File: src/rtl/mac_relu_unit.sv
// mac_relu_unit: two-stage signed multiply-accumulate with optional saturation and ReLU output
module mac_relu_unit #(
  parameter int DATA_W = 32,
  parameter int ACC_W = 32,
  parameter bit SATURATE = 1'b0
) (
  input  logic              clk,
  input  logic              rst,
  input  logic              clear,
  input  logic              enable,
  input  logic [DATA_W-1:0] a,
  input  logic [DATA_W-1:0] b,
  output logic [ACC_W-1:0]  acc,
  output logic [ACC_W-1:0]  relu_acc,
  output logic              busy,
  output logic              ovf
);
  localparam int PW = 2 * DATA_W;
  localparam int SW = (PW > ACC_W ? PW : ACC_W) + 1;
  logic signed [PW-1:0] prod_r;
  logic prod_v;
  logic signed [SW-1:0] sum;
  logic [SW-ACC_W:0] top;
  logic in_range;
  logic [ACC_W-1:0] nxt;
  always_comb begin
    sum = SW'($signed(acc)) + SW'(prod_r);
    top = sum[SW-1:ACC_W-1];
    in_range = &top | ~|top;
    nxt = (in_range || !SATURATE) ? sum[ACC_W-1:0] : {sum[SW-1], {(ACC_W-1){~sum[SW-1]}}};
  end
  always_ff @(posedge clk) begin
    if (rst) begin
      prod_r <= '0;
      prod_v <= 1'b0;
      acc <= '0;
      ovf <= 1'b0;
    end else begin
      prod_r <= PW'($signed(a)) * PW'($signed(b));
      prod_v <= enable & ~clear;
      if (clear) begin
        acc <= '0;
        ovf <= 1'b0;
      end else if (prod_v) begin
        acc <= nxt;
        ovf <= ovf | ~in_range;
      end
    end
  end
  assign relu_acc = acc[ACC_W-1] ? '0 : acc;
  assign busy = prod_v;
endmodule

File: config.mk
export PLATFORM = sky130hd
export DESIGN_NAME = mac_relu_unit
export DESIGN_NICKNAME = d
export VERILOG_FILES = /design/src/rtl/mac_relu_unit.sv
export SDC_FILE = /design/constraint.sdc
export NUM_CORES = 2
export LEC_CHECK = 0
export ABC_AREA = 1
export BUFFER_PORTS_ARGS = -buffer_cell sky130_fd_sc_hd__buf_4
export CAP_MARGIN = 30
export CELL_PAD_IN_SITES_DETAIL_PLACEMENT = 1
export CELL_PAD_IN_SITES_GLOBAL_PLACEMENT = 1
export CORE_MARGIN = 2
export CORE_UTILIZATION = 41
export DETAILED_ROUTE_END_ITERATION = 10
export GPL_TIMING_DRIVEN = 0
export PLACE_DENSITY = 0.73
export SYNTH_ARGS = -nofsm -noshare
export SYNTH_HDL_FRONTEND = slang
export SYNTH_SLANG_ARGS = --single-unit
export TNS_END_PERCENT = 30
File: constraint.sdc
create_clock -name clk -period 10.3 [get_ports clk]
set_clock_uncertainty 0.05 [all_clocks]
set_input_delay 0.515 -clock clk [delete_from_list [all_inputs] [get_ports clk]]
set_output_delay 0.515 -clock clk [all_outputs]
set_load 0.005 [all_outputs]
* Yosys cells after proc, flatten, opt, wreduce, memory -nomap -nowiden *
Cells that the tools add are included.

cells by class
  $add $sub $neg = 1
  multiplexer cells = 1
  $mul = 1
  reductions and logical operators = 4
  bitwise gates (word level) = 5

operators by type and width
  cell               count
  $add 32x64->65     1
  $mul 32x32->64     1
  $reduce_and 34->1  1
  $reduce_or 34->1   1
  $mux 31            1
  $not 1->1          2
  $or 1x1->1         2
  $reduce_or 2->1    1
  $and 1x1->1        1
  $logic_not 1->1    1

word-level totals
  output and inout port bits = 66
  register bits = 98
  bits of input ports = 68
  logic and storage cells = 16

* Logic depth before layout (Yosys ltp) *
  depth in word-level cells = 6
  depth in mapped cells = 32

* Worst setup path after synthesis *
No wires, ideal clock.

  path type = input to register
  from = input a[31]
  to = register prod_r[58]
  cell stages on the path = 26
  data arrival time = 7.368 ns
  setup time = 0.131 ns
  slack = 2.751 ns
  cell sequence = clkbuf_1 nand2_1 inv_1 fa_1 inv_1 fa_1 inv_1 fa_1 fa_1 inv_1 fa_1 inv_1 fa_1 inv_1 fa_1 inv_1 fa_1 ha_1 nand2_1 nor4_1 nand3_1 nand3_1 a21oi_2 nor3_1 o21ai_0 nor3b_1

on the way
  word-level cells in the longest chain between the ends = 1

RTL lines
  element                 RTL line  RTL
  start: declaration      11        input logic [DATA_W-1:0] a,
  $mul 32x32->64          39        prod_r <= PW'($signed(a)) * PW'($signed(b));
  end signal: assignment  39
  end: declaration        20        logic signed [PW-1:0] prod_r;

Every way passes these cells.
A chain may end at the register's enable or synchronous reset.

* Final worst setup path *
  from = input b[7]
  to = register prod_r[58]

on the way
  word-level cells in the longest chain between the ends = 1

RTL lines
  element             RTL line  RTL
  start: declaration  12        input logic [DATA_W-1:0] b,
  $mul 32x32->64      39

Every way passes these cells.

==> reports/qor.yml <==
drive_above_1_share_pct: 4.450
slowest_stage: "fa_1"
core_area_mm2: 0.1127
avgRoutedWirePerCell_um: 24.68
final_max_slew_viol_count: 0
ys.flop_type: "dfxtp_1"
fin_crit_sh_pct: 90.76
start_util_pct: 41.39
grtUsageMet3_pct: 7.322
pin_count: 134
hold_viol_final: 0
async_reset_ff_share_pct: 0
period_needed_ps: 9349
track_usage_pct: 34.83
yosysSeqAreaShare_pct: 4.207
worstHoldPathType: "in -> reg"
hold_buffers: 0
die_x_um: 341.2
nNetsFinal: 7911
row_count: 123
tritoncts: "built"
viasPerCell: 5.218
area_delta_synth_final_pct: 8.267
syn_nets: 7725
die_area_mm2: 0.1164
port_buffers: 132
gp_congestion: 1.009
crit_required_ps: 10490
clock_latency_ps: 400
grt_max_degree: 35
cts_root_buf: "clkbuf_16"
dr.pass1.iters: 7
setup_viol: 0
cts.sinks: 98
grt_pass1_vias: 46280
worst_slew_pin_slew_ps: 1128
num_vias: 41850
grt_pass1_wl_um: 296100
syn_inst: 6326
cts_buffer_depth: 2
hpwl_um: 174800
post-cts-setup-buffers: 0
grt.overflow.total: 0
met2_usage_pct: 55.12
cts_buffers: 9
synth_edf_count: 0
clkSlewWorstSetupHoldPaths_ps: 70
cap_viol_max_count: 0
routed_wl_um: 198000
ant_nets: 0
syn_avg_cell_area_um2: 7.371
max_freq_ghz: 0.1070
ys_ff_latch: 98
die_h_um: 341.2
netlist_area_mm2: 0.04663
worstPathArrival_ps: 9540
crit_path_frequent_cell: "fa_1"
finalSetupTns_ps: 0
drtIter0Drc: 3314
critical_path.endpoint_type: "flop"
relSlewSlack_pct: 24.79
crit_type: "in -> reg"
antenna_found_initial: 4
cp-start-kind: "input port"
status: "finished, final reports clean"
route.detailed.drc: 0
grt.busiest_layer: "met2"
slowest_delay_ps: 960
crit_family: "adder cells"
crit_path_max_fanout: 10
met1_usage_pct: 44.56
ctsResizeCount: 0
yosysWarnings: 0
rsz0062_at_grt: "no"
cts_max_level: 3
ys_types: 50
critical_path_buf_inv_count: 9
## Yosys cell counts, types with 12 or more instances
cell type     n  share of area (%)
nor3_1       26               0.28
a21oi_1     213                2.3
o21a_1       19               0.31
xor2_1       37               0.69
inv_2        13               0.10
nor2_2       27               0.36
a31oi_1      13               0.17
ha_1        248                6.7
a21o_1       12               0.19
xnor2_1      15               0.28
inv_1      1963                 16
nor2_1      260                2.1
nand2_2      28               0.38
clkbuf_1    207                1.7
nand3_1      87               0.93
dfxtp_1      98                4.2
nand2_1    1742                 14
fa_1       1083                 46
nand4_1      37               0.50
o21ai_0     119                1.3
## registers in the layout (all words and copies together), names as in the netlist
register  count
acc          32
prod_r       64
ovf           1
busy          1
## layout by cell type (no fill, tap or decap), drive strengths merged, types with 2 or more instances in the layout
| cell | count |
|---|---|
| o21ai | 123 |
| a21o | 12 |
| o211ai | 2 |
| inv | 1980 |
| a21boi | 3 |
| nand3b | 4 |
| bufinv | 2 |
| nand2 | 1770 |
| clkbuf | 217 |
| nand4 | 37 |
| nor3b | 2 |
| a21oi | 215 |
| a211oi | 2 |
| nor4 | 9 |
| fa | 1083 |
| o221ai | 4 |
| ha | 248 |
| nand3 | 93 |
| a31oi | 13 |
| nor3 | 30 |
| dfxtp | 98 |
| xor2 | 38 |
| o21a | 19 |
| and2 | 4 |
| buf | 179 |
| a221oi | 2 |
| clkinv | 3 |
| o21bai | 5 |
| nor2 | 291 |
| diode | 4 |
| xnor2 | 15 |
| or2 | 9 |
## stage by stage
step / hold slack [ps] / utilization (%) / instances / area (um2) / worst slack [ps]
2_1_floorplan: 431.3 / - / 6326 / 46630 / 2751
3_3_place_gp: 443.4 / 43.94 / 7958 / 49500 / 828.6
3_5_place_dp: 465.7 / 44.39 / 7992 / 50010 / 686.0
4_1_cts: 284.5 / 44.69 / 8008 / 50340 / 1074
5_1_grt: 312.1 / 44.81 / 8017 / 50480 / 509.1
6_report: 298.0 / 44.82 / 8021 / 50490 / 951.5
## worst register-to-register path, delay by kind of cell (launching register included)
| family | cells | cell delay [ps] |
|---|---|---|
| simple gates | 15 | 2070 |
| flops | 1 | 360 |
| buf+inv | 4 | 400 |
| compound gates | 1 | 100 |
| xor+xnor | 1 | 100 |
| fa+ha+maj | 2 | 740 |
## cell type report
cell class,instances,area (um2)
timing repair buffer,175,1628
sequential,98,1963
fill,14430,62170
clock inverter,6,100.1
multi-input combinational,4038,36440
clock buffer,10,239.0
buffer,211,797.0
tap,1500,1877
inverter,1979,7428
antenna,4,10.01
## path summary, 6_finish.rpt
path / slack, ps / cells past startpoint / start / end
min: 300 / 3 / enable / busy
max reg2reg: 6410 / 23 / acc[0] / ovf
max: 950 / 27 / b[7] / prod_r[58]
min reg2reg: 470 / 2 / acc[0] / acc[0]
## cells by family (layout without fill, tap and decap cells)
family,after synthesis,in the layout,share of synthesized area [%]
flip-flops,98,98,4.207
other,1,5,0.008042
XOR/XNOR,53,53,1.012
buffers and inverters,2190,2381,17.64
AO/OA/AOI/OAI,403,403,4.693
AND/OR/NAND/NOR,2250,2250,19.29
adder cells (fa/ha/maj),1331,1331,53.15
## layer usage
layer | share of wire, % | wire length [um] | up-vias
met3 | 8.8 | 17450 | 569
met4 | 6.8 | 13370 | 4
li1 | - | - | 18170
met1 | 40 | 79170 | 21250
met2 | 44 | 87980 | 1858
met5 | 0.015 | 29 | -
Power is not shown: default switching activity piles up to over one toggle a cycle in this logic, so the estimate is an artifact.
